==> src/rtl/spm_seq_ctrl.sv <==
// Sequencer for the spm serial-parallel multiplier: holds the multiplicand on x_par,
// streams the sign/zero-extended multiplier LSB-first on y_ser and gathers the product from p_ser.
module spm_seq_ctrl #(
    parameter int WIDTH  = 32,
    parameter int SIGNED = 1,
    parameter int P_LAT  = 1
) (
    input  logic               clk,
    input  logic               rst,
    input  logic               start,
    input  logic [WIDTH-1:0]   mc,
    input  logic [WIDTH-1:0]   mp,
    output logic               ready,
    output logic [WIDTH-1:0]   x_par,
    output logic               spm_clr,
    output logic               y_ser,
    input  logic               p_ser,
    output logic               done,
    output logic [2*WIDTH-1:0] prod
);

    localparam int PW        = 2 * WIDTH;
    localparam int SHIFT_CYC = PW + P_LAT;
    localparam int CNT_W     = $clog2(SHIFT_CYC + 1);
    localparam int IDX_W     = $clog2(WIDTH);

    localparam logic [CNT_W-1:0] CNT_LAST = CNT_W'(SHIFT_CYC - 1);
    localparam logic [CNT_W-1:0] CNT_ACC  = CNT_W'(P_LAT);
    localparam logic [CNT_W-1:0] CNT_EXT  = CNT_W'(WIDTH);
    localparam logic [CNT_W-1:0] CNT_END  = CNT_W'(PW);

    localparam logic [1:0] ST_IDLE  = 2'd0;
    localparam logic [1:0] ST_CLEAR = 2'd1;
    localparam logic [1:0] ST_SHIFT = 2'd2;
    localparam logic [1:0] ST_DONE  = 2'd3;

    logic [1:0]       state;
    logic [CNT_W-1:0] cnt;
    logic [CNT_W-1:0] cnt_nxt;
    logic [WIDTH-1:0] mp_sh;
    logic [PW-1:0]    acc;
    logic [PW-1:0]    acc_nxt;
    logic             accept;

    // Serial multiplier bit k: operand bits, then the extension word, then zeros while the pipe drains.
    function automatic logic y_bit(input logic [WIDTH-1:0] m, input logic [CNT_W-1:0] k);
        logic b;
        b = 1'b0;
        if (k < CNT_EXT) begin
            b = m[k[IDX_W-1:0]];
        end else if (k < CNT_END) begin
            b = (SIGNED != 0) ? m[WIDTH-1] : 1'b0;
        end
        return b;
    endfunction

    assign cnt_nxt = cnt + CNT_W'(1);
    assign acc_nxt = {p_ser, acc[PW-1:1]};
    assign accept  = (state == ST_IDLE) && start;

    // Operand and accumulator storage carries no reset; every bit is rewritten each job.
    always_ff @(posedge clk) begin
        if (accept) begin
            mp_sh <= mp;
        end
        if ((state == ST_SHIFT) && (cnt >= CNT_ACC)) begin
            acc <= acc_nxt;
        end
    end

    // Outputs are registered alongside the state so they change exactly on state entry.
    always_ff @(posedge clk) begin
        if (rst) begin
            state   <= ST_IDLE;
            ready   <= 1'b1;
            done    <= 1'b0;
            spm_clr <= 1'b1;
            y_ser   <= 1'b0;
            x_par   <= '0;
            prod    <= '0;
            cnt     <= '0;
        end else begin
            done <= 1'b0;
            case (state)
                ST_IDLE: begin
                    y_ser <= 1'b0;
                    if (start) begin
                        state   <= ST_CLEAR;
                        ready   <= 1'b0;
                        spm_clr <= 1'b1;
                        x_par   <= mc;
                        cnt     <= '0;
                    end else begin
                        ready   <= 1'b1;
                        spm_clr <= 1'b0;
                    end
                end
                ST_CLEAR: begin
                    state   <= ST_SHIFT;
                    spm_clr <= 1'b0;
                    cnt     <= '0;
                    y_ser   <= y_bit(mp_sh, '0);
                end
                ST_SHIFT: begin
                    if (cnt == CNT_LAST) begin
                        // Capture including the final p_ser bit so prod is valid for the whole DONE cycle.
                        state <= ST_DONE;
                        y_ser <= 1'b0;
                        done  <= 1'b1;
                        prod  <= acc_nxt;
                    end else begin
                        cnt   <= cnt_nxt;
                        y_ser <= y_bit(mp_sh, cnt_nxt);
                    end
                end
                ST_DONE: begin
                    state <= ST_IDLE;
                    ready <= 1'b1;
                end
                default: begin
                    state   <= ST_IDLE;
                    ready   <= 1'b1;
                    spm_clr <= 1'b0;
                    y_ser   <= 1'b0;
                end
            endcase
        end
    end

endmodule
==> config.mk <==
export PLATFORM = sky130hd
export DESIGN_NAME = spm_seq_ctrl
export DESIGN_NICKNAME = d
export VERILOG_FILES = /design/src/rtl/spm_seq_ctrl.sv
export SDC_FILE = /design/constraint.sdc
export NUM_CORES = 1
export LEC_CHECK = 0
export ABC_CLOCK_PERIOD_IN_PS = 4100
export CAP_MARGIN = 10
export CORE_MARGIN = 4
export CORE_UTILIZATION = 40
export CTS_BUF_LIST = sky130_fd_sc_hd__clkbuf_8
export DETAILED_ROUTE_END_ITERATION = 16
export GPL_TIMING_DRIVEN = 0
export PLACE_DENSITY = 0.72
export SYNTH_ARGS = -nofsm -noshare
export SYNTH_HDL_FRONTEND = slang
export SYNTH_SLANG_ARGS = --single-unit
==> constraint.sdc <==
create_clock -name clk -period 4.1 [get_ports clk]
set_input_delay 0.82 -clock clk [delete_from_list [all_inputs] [get_ports clk]]
set_output_delay 0.82 -clock clk [all_outputs]
set_load 0.1 [all_outputs]
==> impl_results.md <==
- Fraction of registers with async set or reset after synthesis: 0%
- Mapped Area: roughly 7200 um^2
- CTS Hold Buffers Added: 0
- P&R area growth vs syn: 37.4%
- P_leak: 0.00338 uW
- Worst setup endpoint: prod[63]
- Met2 wire len: 7.13 mm
- Syn_area_per_cell: 11.7 um^2
- Antenna-violating nets left: 0
- Vias in the first global route: 5224
- Resize count post-CTS: 0
- Internal power: 3680 uW
- Root Buffer: clkbuf_8
- WHS: 0.436 ns
- Routed wire per std cell: about 15 um
- Post-Syn Instances: around 620
- Final hold vios: 0
- RSZ-0062 raised after global routing: no
- R2r setup slk: 1.58 ns
- Met1 wire length: about 7 mm
- DIE WIDTH: approximately 140 um
- EDFF count, synth: 95
- CTS clock-pin slew for the worst setup and hold paths: 0.06 ns
- Critical Path Stages: 1
- Initial drt markers: 227
- Clk network pwr share: 32.3%
- Remaining global-route overflow: 0
- Sequential Power Share: 44.7%
- CP Class: flop to primary output
- Hold/Removal Path Class: flop to flop
- Final setup vio count: 0
- Net Sw Power: 1750 uW
- Final nets: 899
- DRT Pass-1 Iters: 4
- Gr usage total: about 16%
- Crit-path max cell delay: between 1 and 1.5 ns
- Mapped Nets: 693
- Minimum clock period after layout: 2.86 ns
- DP HPWL: 11.2 mm
- Final Max Tran Viols: 0
- GPL Wtd Cong: just under 0.8
- CP arrival: 2.04 ns
- # Post-CTS Setup Buffers: 0
- Worst Clk Skew: 0.0170 ns
- Initial antenna violation count: 0
- Largest net degree at the start of global routing: 40
- Ant diodes: 0
- Core ar.: 17500 um^2
- Worst path slowest cell: clkdlybuf4s50_1
- Max Buffers Root-to-Sink: 3
- Top delay family on crit path: buffers and inverters
- Die H: approximately 140 um
- Sink Count: 204
- Power density cells: 547 nW/um^2
- Inserted Clock Buffers: 35
- Reg-to-Reg Start: cnt[0]$_SDFFE_PP0P_
- Vias per cell: 4.75
- CP Cell Sequence: clkdlybuf4s50_1
- Worst slew margin: 29.3%
- CTS tree: built
- F_max: 350 MHz
- Fin Setup TNS: 0 ns
- R2R cell count: 7
- Critical-path maximum fanout: 2
- Peak supply drop: 0.475 mV
- DRC violations left: 0
- Metal3 WL: roughly 1.6 mm
- Register area share after synthesis: 69.8%
- FILL cells: approximately 1.5k
- #FFs+latches synth: 204
- Crit path required time: 3.28 ns
- YS warnings: 0
- Crit path buf inv count: 1
- Startpoint types: flop
- DIE AREA: 20300 um^2
- Crit path from: prod[63]$_SDFFE_PP0P_
- H-tree depth: 2
- I/O Buffers: 166
- Row cnt: 48
- Initial Util: a little over 40%
- Max Cap Violations: 0
- Critical path endpoint category: primary output
- Total number of vias: 5108
- Fraction of layout cells with a size suffix above 1: 8.35%
- Comb power frac: 23.0%
- Post-Route WL: 16.0 mm
- RR Endpoint: y_ser$_SDFFE_PP0P_
- Status: complete, no violations
- Final period util: between 60% and 70%
- Sw Share: 32.3%
- First-pass GRT wire length: 26.0 mm
- Boundary Pins: around 170
- Distinct cell type count after synthesis: 41
- Clock latency on the worst-skew pair: between 0.5 and 0.6 ns
- Worst-margin pin slew: 1.06 ns
- Top routing layer in use: met4
- Synth Flop Type: dfxtp_1
per-layer routing:
layer | vias up | GRT usage [%]
li1 | 2543 | -
met1 | 2343 | 19.8
met2 | 190 | 25.1
met3 | 32 | 6.45
met4 | 0 | 6.35
met5 | - | 0
worst reg2reg max path, stage by stage (launching register included):
cell      delay, ns
dfxtp_1        0.44
inv_1          0.18
ha_1           0.32
clkbuf_8       0.17
mux4_1         0.56
mux4_2         0.50
nor2_1         0.13
o32ai_2        0.10
placed cells by master (no fill, tap or decap), types with 2 or more instances in the layout:
cell type,instances
nand2_1,198
clkdlybuf4s50_1,166
dfxtp_1,109
a21oi_1,101
edfxtp_1,95
clkbuf_8,43
inv_1,23
clkbuf_1,22
nor2_1,10
mux4_1,8
ha_1,8
buf_4,7
nor2b_1,5
nand3_1,4
clkinv_1,3
nor3_1,3
xor2_1,3
a22oi_1,3
o21ai_0,3
clkinvlp_4,3
buf_12,3
buf_2,2
xnor2_1,2
clkinv_2,2
through the flow:
stage	power, uW	instance area [um^2]	setup slack (ns)	util [%]	cells
6_report	5430	9910	1.24	56.7	1075
5_1_grt	5690	9910	1.17	56.7	1075
4_1_cts	5500	9910	1.19	56.7	1075
3_5_place_dp	3730	9230	1.46	52.8	1011
3_3_place_gp	3690	9170	0.384	52.4	1008
2_1_floorplan	3360	7220	1.25	-	617
synth_stat cells (2+ instances only):
cell type / number / share of area, %
clkbuf_8: 3 / 0.57
a21oi_1: 102 / 7.1
nand2_1: 198 / 10
mux4_1: 8 / 2.9
inv_1: 7 / 0.36
a22oi_1: 3 / 0.31
dfxtp_1: 109 / 30
ha_1: 8 / 1.4
buf_4: 7 / 0.73
xor2_1: 3 / 0.36
nor3_1: 3 / 0.21
edfxtp_1: 95 / 40
buf_2: 2 / 0.14
nor2b_1: 5 / 0.43
clkbuf_1: 23 / 1.2
xnor2_1: 2 / 0.24
o21ai_0: 3 / 0.21
nand3_1: 4 / 0.28
nor2_1: 10 / 0.52
power groups by stage:
stage / Combinational, uW / Clock [uW] / Sequential, uW
after floorplan: 413 / 0 / 2950
after global placement: 1220 / 0 / 2470
after detailed placement: 1260 / 0 / 2470
after CTS: 1260 / 1810 / 2430
after global routing: 1340 / 1900 / 2450
final: 1250 / 1750 / 2430
worst min-delay path by stage:
stage                                  from                end  slack, ns  cells past startpoint
final                      acc[3]$_DFFE_PP_   acc[2]$_DFFE_PP_       0.44                      0
after global routing      acc[60]$_DFFE_PP_  acc[59]$_DFFE_PP_       0.44                      0
after CTS                  acc[3]$_DFFE_PP_   acc[2]$_DFFE_PP_       0.44                      0
after detailed placement   acc[3]$_DFFE_PP_   acc[2]$_DFFE_PP_       0.43                      0
after global placement    acc[57]$_DFFE_PP_  acc[56]$_DFFE_PP_       0.43                      0
after floorplan           acc[11]$_DFFE_PP_  acc[10]$_DFFE_PP_       0.43                      0
final cells by class:
cell class | instances | area (um^2) | area share [%]
Tap cell | 225 | 282 | 2.84
Timing Repair Buffer | 169 | 1720 | 17.4
Inverter | 8 | 30.0 | 0.303
Clock buffer | 40 | 551 | 5.55
Buffer | 35 | 191 | 1.93
Clock inverter | 24 | 130 | 1.31
Sequential cell | 204 | 5030 | 50.8
Multi-Input combinational cell | 370 | 1970 | 19.9
registers in the layout, summed over array words and instances, names as in the netlist, 2 cells and up:
| name | count |
|---|---|
| mp_sh | 32 |
| cnt | 7 |
| prod | 64 |
| x_par | 32 |
| acc | 63 |
| state | 2 |
logic make-up (layout without fill, tap and decap cells):
group | Yosys count | in the layout | synth area share, %
multiplexers | 11 | 11 | 3.52
AND/OR/NAND/NOR | 229 | 229 | 12.8
XOR/XNOR | 6 | 6 | 0.832
AO/OA/AOI/OAI | 116 | 116 | 8.70
adder cells (fa/ha/maj) | 8 | 8 | 1.39
buffers and inverters | 43 | 276 | 3.05
flip-flops | 204 | 204 | 69.8
Power figures use the tool's default switching activity.
==> patch 1, RTL diff (same settings) <==
`WIDTH`: 32 -> 64.
--- a/src/rtl/spm_seq_ctrl.sv
+++ b/src/rtl/spm_seq_ctrl.sv
@@ -1,7 +1,7 @@
 // Sequencer for the spm serial-parallel multiplier: holds the multiplicand on x_par,
 // streams the sign/zero-extended multiplier LSB-first on y_ser and gathers the product from p_ser.
 module spm_seq_ctrl #(
-    parameter int WIDTH  = 32,
+    parameter int WIDTH  = 64,
     parameter int SIGNED = 1,
     parameter int P_LAT  = 1
 ) (
Ports: changed (resized mc, mp, prod and x_par); port bits go from 168 to 328. No check against the original RTL was run, so the function may have changed too.
==> patch 1 against the unedited design <==
- count of clock-buffer cells in the layout grew 40
- synthesized area rose by 90%
- clock skew down 0.00061 ns
- wire length is 110% higher
- worst setup slack got worse by 0.12 ns
- clock power up 98%
- sequential cell count rose by 193
- total power up 92%
- worst hold slack improved by 0.0026 ns
- cell area up 92%
- critical endpoint is now prod[125]
- largest cell class unchanged
==> patch 1: results (changes against the unedited design) <==
\begin{tabular}{lr}
\hline
Metric & Value \\
\hline
\multicolumn{2}{l}{\textbf{Clock tree}} \\
\# H-tree levels & 3 (+1) \\
Clock latency on the worst-skew pair & 0.59 ns (+0.08 ns) \\
Number of buffers added by the clock tree synthesis step & 66 (+89\%) \\
\multicolumn{2}{l}{\textbf{Synth}} \\
Number of distinct standard cells referenced by the synthesized netlist & 37 (-9.8\%) \\
Compound-gate portion of the synthesized area & 0.0800 (-0.00698) \\
Share of synthesized cell area in full adder, half adder and majority cells & 0.00820 (-0.00566) \\
Number of enable flip-flop cells after synthesis & 191 (+100\%) \\
Mux cell area share after synthesis & 0.0430 (+0.00784) \\
\multicolumn{2}{l}{\textbf{Global route}} \\
Global router's overall resource usage & 0.174 (+0.0140) \\
Maximum number of pins on one net before global-route repair & 74 (+85\%) \\
Initial antenna violation count & 1 (+1) \\
\multicolumn{2}{l}{\textbf{Place}} \\
GPL Wtd Cong & 0.835 (+6.3\%) \\
Port Buffer Count & 326 (+96\%) \\
Final HPWL from detailed placement & 23800 um (+110\%) \\
\multicolumn{2}{l}{\textbf{Cells and area}} \\
Number of fill cells & 2884 (+96\%) \\
Registers with the most flip-flops & prod: 128 flops, acc: 127 flops \\
Layout cell share with drive strength beyond 1 & 0.0792 (-0.00437) \\
\multicolumn{2}{l}{\textbf{Pwr}} \\
Static power due to leakage & 6.20 nW (+83\%) \\
Maximum vdd drop & 0.494 mV (+3.9\%) \\
Power Sequential & 0.00464 W (+91\%) \\
\multicolumn{2}{l}{\textbf{Drt}} \\
Final routed wirelength across all metal layers & 33600 um (+110\%) \\
Average via count per standard cell & 4.73 (-0.42\%) \\
\multicolumn{2}{l}{\textbf{Status}} \\
Result of the run & finished, final reports clean \\
\multicolumn{2}{l}{\textbf{Setup path}} \\
Number of cells on the worst reg-to-reg path & 10 (+3) \\
\multicolumn{2}{l}{\textbf{STA}} \\
Setup clock skew after layout & 0.0164 ns (-0.000607 ns) \\
Slew HR & 0.253 (-0.0403) \\
\hline
\end{tabular}
## patch 1: worst max path at each step
stage / cells past startpoint / endpoint / start / slack (ns)
2_1_floorplan: 4 / acc[100]$_DFFE_PP_ / state[0]$_SDFFE_PP0P_ / 0.67
3_3_place_gp: 6 / x_par[54]$_SDFFE_PP0P_ / start / -1.0
3_5_place_dp: 7 / x_par[51]$_SDFFE_PP0P_ / start / 1.27
4_1_cts: 1 / x_par[62] / x_par[62]$_SDFFE_PP0P_ / 1.04
5_1_grt: 1 / prod[125] / prod[125]$_SDFFE_PP0P_ / 1.05
6_report: 1 / prod[125] / prod[125]$_SDFFE_PP0P_ / 1.13
## patch 1: metrics by stage
stage | hold WS, ns | setup WS (ns) | area [um2] | std cells | utilization
finish | 0.439 | 1.13 | 19000 | 2065 | 0.564
global route | 0.455 | 1.05 | 19000 | 2065 | 0.564
CTS | 0.443 | 1.04 | 19000 | 2065 | 0.564
detailed placement | 0.433 | 1.27 | 17700 | 1952 | 0.525
global placement | 0.429 | -1.00 | 17600 | 1947 | 0.521
floorplan | 0.426 | 0.674 | 13700 | 1173 | -
## patch 1: cell families after synthesis
family                     Yosys count
xor gates and xnor gates             6
and+or+nand+nor                    422
muxes                               49
AOI/OAI and AO/OA                  211
adders and majority gates            9
DFF                                397
buffers and inverters               79
## patch 1: area by class of cell
class,count,area share
timing repair buffer,331,0.177
sequential,397,0.519
buffer,72,0.0179
clock inverter,33,0.0113
clock buffer,80,0.0580
tap,448,0.0295
multi-input combinational,697,0.185
inverter,7,0.00138
## patch 1: routing by layer
metal / wire length, um / track usage / up-vias
li1: - / - / 4822
met3: 3000 / 0.0611 / 73
met1: 14000 / 0.217 / 4523
met5: 11 / 0 / -
met4: 956 / 0.0711 / 2
met2: 15600 / 0.277 / 351
==> patch 2, RTL diff (same flow settings) <==
Without the edit above. Make the reset (`rst`) asynchronous in one clocked block.
--- a/src/rtl/spm_seq_ctrl.sv
+++ b/src/rtl/spm_seq_ctrl.sv
@@ -69,7 +69,7 @@
     end
 
     // Outputs are registered alongside the state so they change exactly on state entry.
-    always_ff @(posedge clk) begin
+    always_ff @(posedge clk or posedge rst) begin
         if (rst) begin
             state   <= ST_IDLE;
             ready   <= 1'b1;
Formal check against the unedited RTL: differs if rst is asserted again (counterexample within 4 cycles, from zero or initial values and one cycle with rst high); with rst held inactive, the same outputs for 10 cycles.
==> patch 2 against the unedited design <==
- wire length decreased by 2.6%
- cell area increased by 3.5%
- worst setup slack got worse by 0.15 ns
- synthesized area is 4.5% higher
- highest routed layer unchanged
- largest cell class unchanged
- sequential cell count unchanged
- register-to-register slack got worse by 0.08 ns
- cell count fell by 6.4%
Power is not compared: it rests on default switching activity, and its combinational part moved more than twofold at a synthesized area within 25%.
==> patch 2: results (changes against the unedited design) <==
\begin{tabular}{lr}
\hline
Metric & Value \\
\hline
\multicolumn{2}{l}{\textbf{STA}} \\
Setup clock skew after layout & 0.0131 ns (-0.00389 ns) \\
Slew HR & 0.310 (+0.0166) \\
Final worst-path setup slack & 1.09 ns (-0.151 ns) \\
Post-route worst hold slack & 0.444 ns (+0.00754 ns) \\
\multicolumn{2}{l}{\textbf{Place}} \\
Number of instances in the placed design & 944 (-6.6\%) \\
Final HPWL from detailed placement & 11000 um (-2.4\%) \\
Setup slack at placement & 0.903 ns (-0.560 ns) \\
Port Buffer Count & 167 (+0.60\%) \\
GPL Wtd Cong & 0.790 (+0.50\%) \\
Cell Area, Placed & 9580 um2 (+3.8\%) \\
\multicolumn{2}{l}{\textbf{Synth}} \\
Largest cells by area after synthesis & sky130\_fd\_sc\_hd\_\_edfxtp\_1 (38\%), sky130\_fd\_sc\_hd\_\_dfrtp\_1 (36\%), sky130\_fd\_sc\_hd\_\_nand2\_1 (10\%) \\
Most instantiated flip-flop cell in the synthesis netlist & sky130\_fd\_sc\_hd\_\_dfrtp\_1 \\
Number of distinct standard cells referenced by the synthesized netlist & 40 (-2.4\%) \\
Mapped Avg Cell Area & 13.8 um2 (+18\%) \\
Sequential-to-total area share from yosys stat & 0.740 (+0.0427) \\
Number of enable flip-flop cells after synthesis & 95 (unchanged) \\
Most frequent cells after synthesis & sky130\_fd\_sc\_hd\_\_nand2\_1 (204), sky130\_fd\_sc\_hd\_\_dfrtp\_1 (107), sky130\_fd\_sc\_hd\_\_edfxtp\_1 (95) \\
Proportion of register bits with asynchronous set or reset after synthesis & 0.534 (+0.534) \\
Net Count, Synth & 621 (-10\%) \\
Share of Yosys cell area claimed by the top area cell type & 0.378 (-0.0170) \\
\multicolumn{2}{l}{\textbf{Global route}} \\
Maximum number of pins on one net before global-route repair & 76 (+90\%) \\
First-pass GRT wire length & 25900 um (-0.32\%) \\
Vias in the first global route & 5152 (-1.4\%) \\
Global router's overall resource usage & 0.149 (-0.0113) \\
\multicolumn{2}{l}{\textbf{Clock tree}} \\
Number of buffers added by the clock tree synthesis step & 34 (-2.9\%) \\
Clock latency on the worst-skew pair & 0.49 ns (-0.02 ns) \\
Clock tree root buffer cell & sky130\_fd\_sc\_hd\_\_clkbuf\_8 \\
\multicolumn{2}{l}{\textbf{Drt}} \\
Vias after detailed routing & 4745 (-7.1\%) \\
Final routed wirelength across all metal layers & 15600 um (-2.6\%) \\
Number of DRC markers after the initial detailed-route iteration & 223 (-1.8\%) \\
\multicolumn{2}{l}{\textbf{Cells and area}} \\
Post-layout net count & 828 (-7.9\%) \\
Non-filler cells in the finished layout & 1006 (-6.4\%) \\
Layout cell share with drive strength beyond 1 & 0.129 (+0.0452) \\
\multicolumn{2}{l}{\textbf{Setup path}} \\
Max incr delay on CP & 1.17 ns (-0.02 ns) \\
CP Data Arrival Time & 2.19 ns (+0.15 ns) \\
FF-to-FF setup slack & 1.50 ns (-0.08 ns) \\
Cell family with the largest share of critical-path delay & buffers and inverters \\
\multicolumn{2}{l}{\textbf{Status}} \\
Result of the run & finished, final reports clean \\
\hline
\end{tabular}
patch 2: cells by family after synthesis:
kind of cell               after synthesis  share of synthesized area
AOI/OAI and AO/OA                       23                     0.0204
xor gates and xnor gates                 6                    0.00946
DFF                                    204                      0.740
buffers and inverters                   32                     0.0182
and+or+nand+nor                        227                      0.119
muxes                                   45                     0.0795
adders and majority gates                8                     0.0133
patch 2: metal layers:
layer | share of wire | global-route usage | up-vias | wire length [um]
met2 | 0.48 | 0.240 | 153 | 7500
met4 | 0.019 | 0.0494 | 0 | 299
met1 | 0.44 | 0.193 | 2296 | 6820
met3 | 0.062 | 0.0465 | 30 | 971
met5 | 0 | 0 | - | 0
li1 | - | - | 2266 | -
patch 2: final timing paths:
path,from,to,depth (start not counted)
hold reg to reg,acc[39]$_DFFE_PP_,acc[38]$_DFFE_PP_,0
hold / removal,acc[39]$_DFFE_PP_,acc[38]$_DFFE_PP_,0
max in group asynchronous,rst,prod[3]$_DFFE_PP0P_,3
setup reg to reg,cnt[0]$_DFFE_PP0P_,y_ser$_DFFE_PP0P_,7
min in group asynchronous,rst,x_par[3]$_DFFE_PP0P_,2
setup / recovery,ready$_DFFE_PP1P_,ready,1
patch 2: final cells by class:
cell class / instances / area (um2)
plain buffers: 23 / 104
clock buffers: 39 / 537
clock inverters: 22 / 119
fillers: 1512 / 8010
inverters: 9 / 36.3
multi-input cells: 309 / 1830
flip-flops and latches: 204 / 5580
well taps: 229 / 287
repair buffers: 171 / 1770
patch 2: where the power goes:
| part | internal, W | total [W] | switching [W] |
|---|---|---|---|
| clock network | 0.000935 | 0.00170 | 0.000766 |
| logic | 0.0000602 | 0.0000956 | 0.0000354 |
| registers | 0.00217 | 0.00218 | 0.0000134 |
| total | 0.00316 | 0.00398 | 0.000814 |
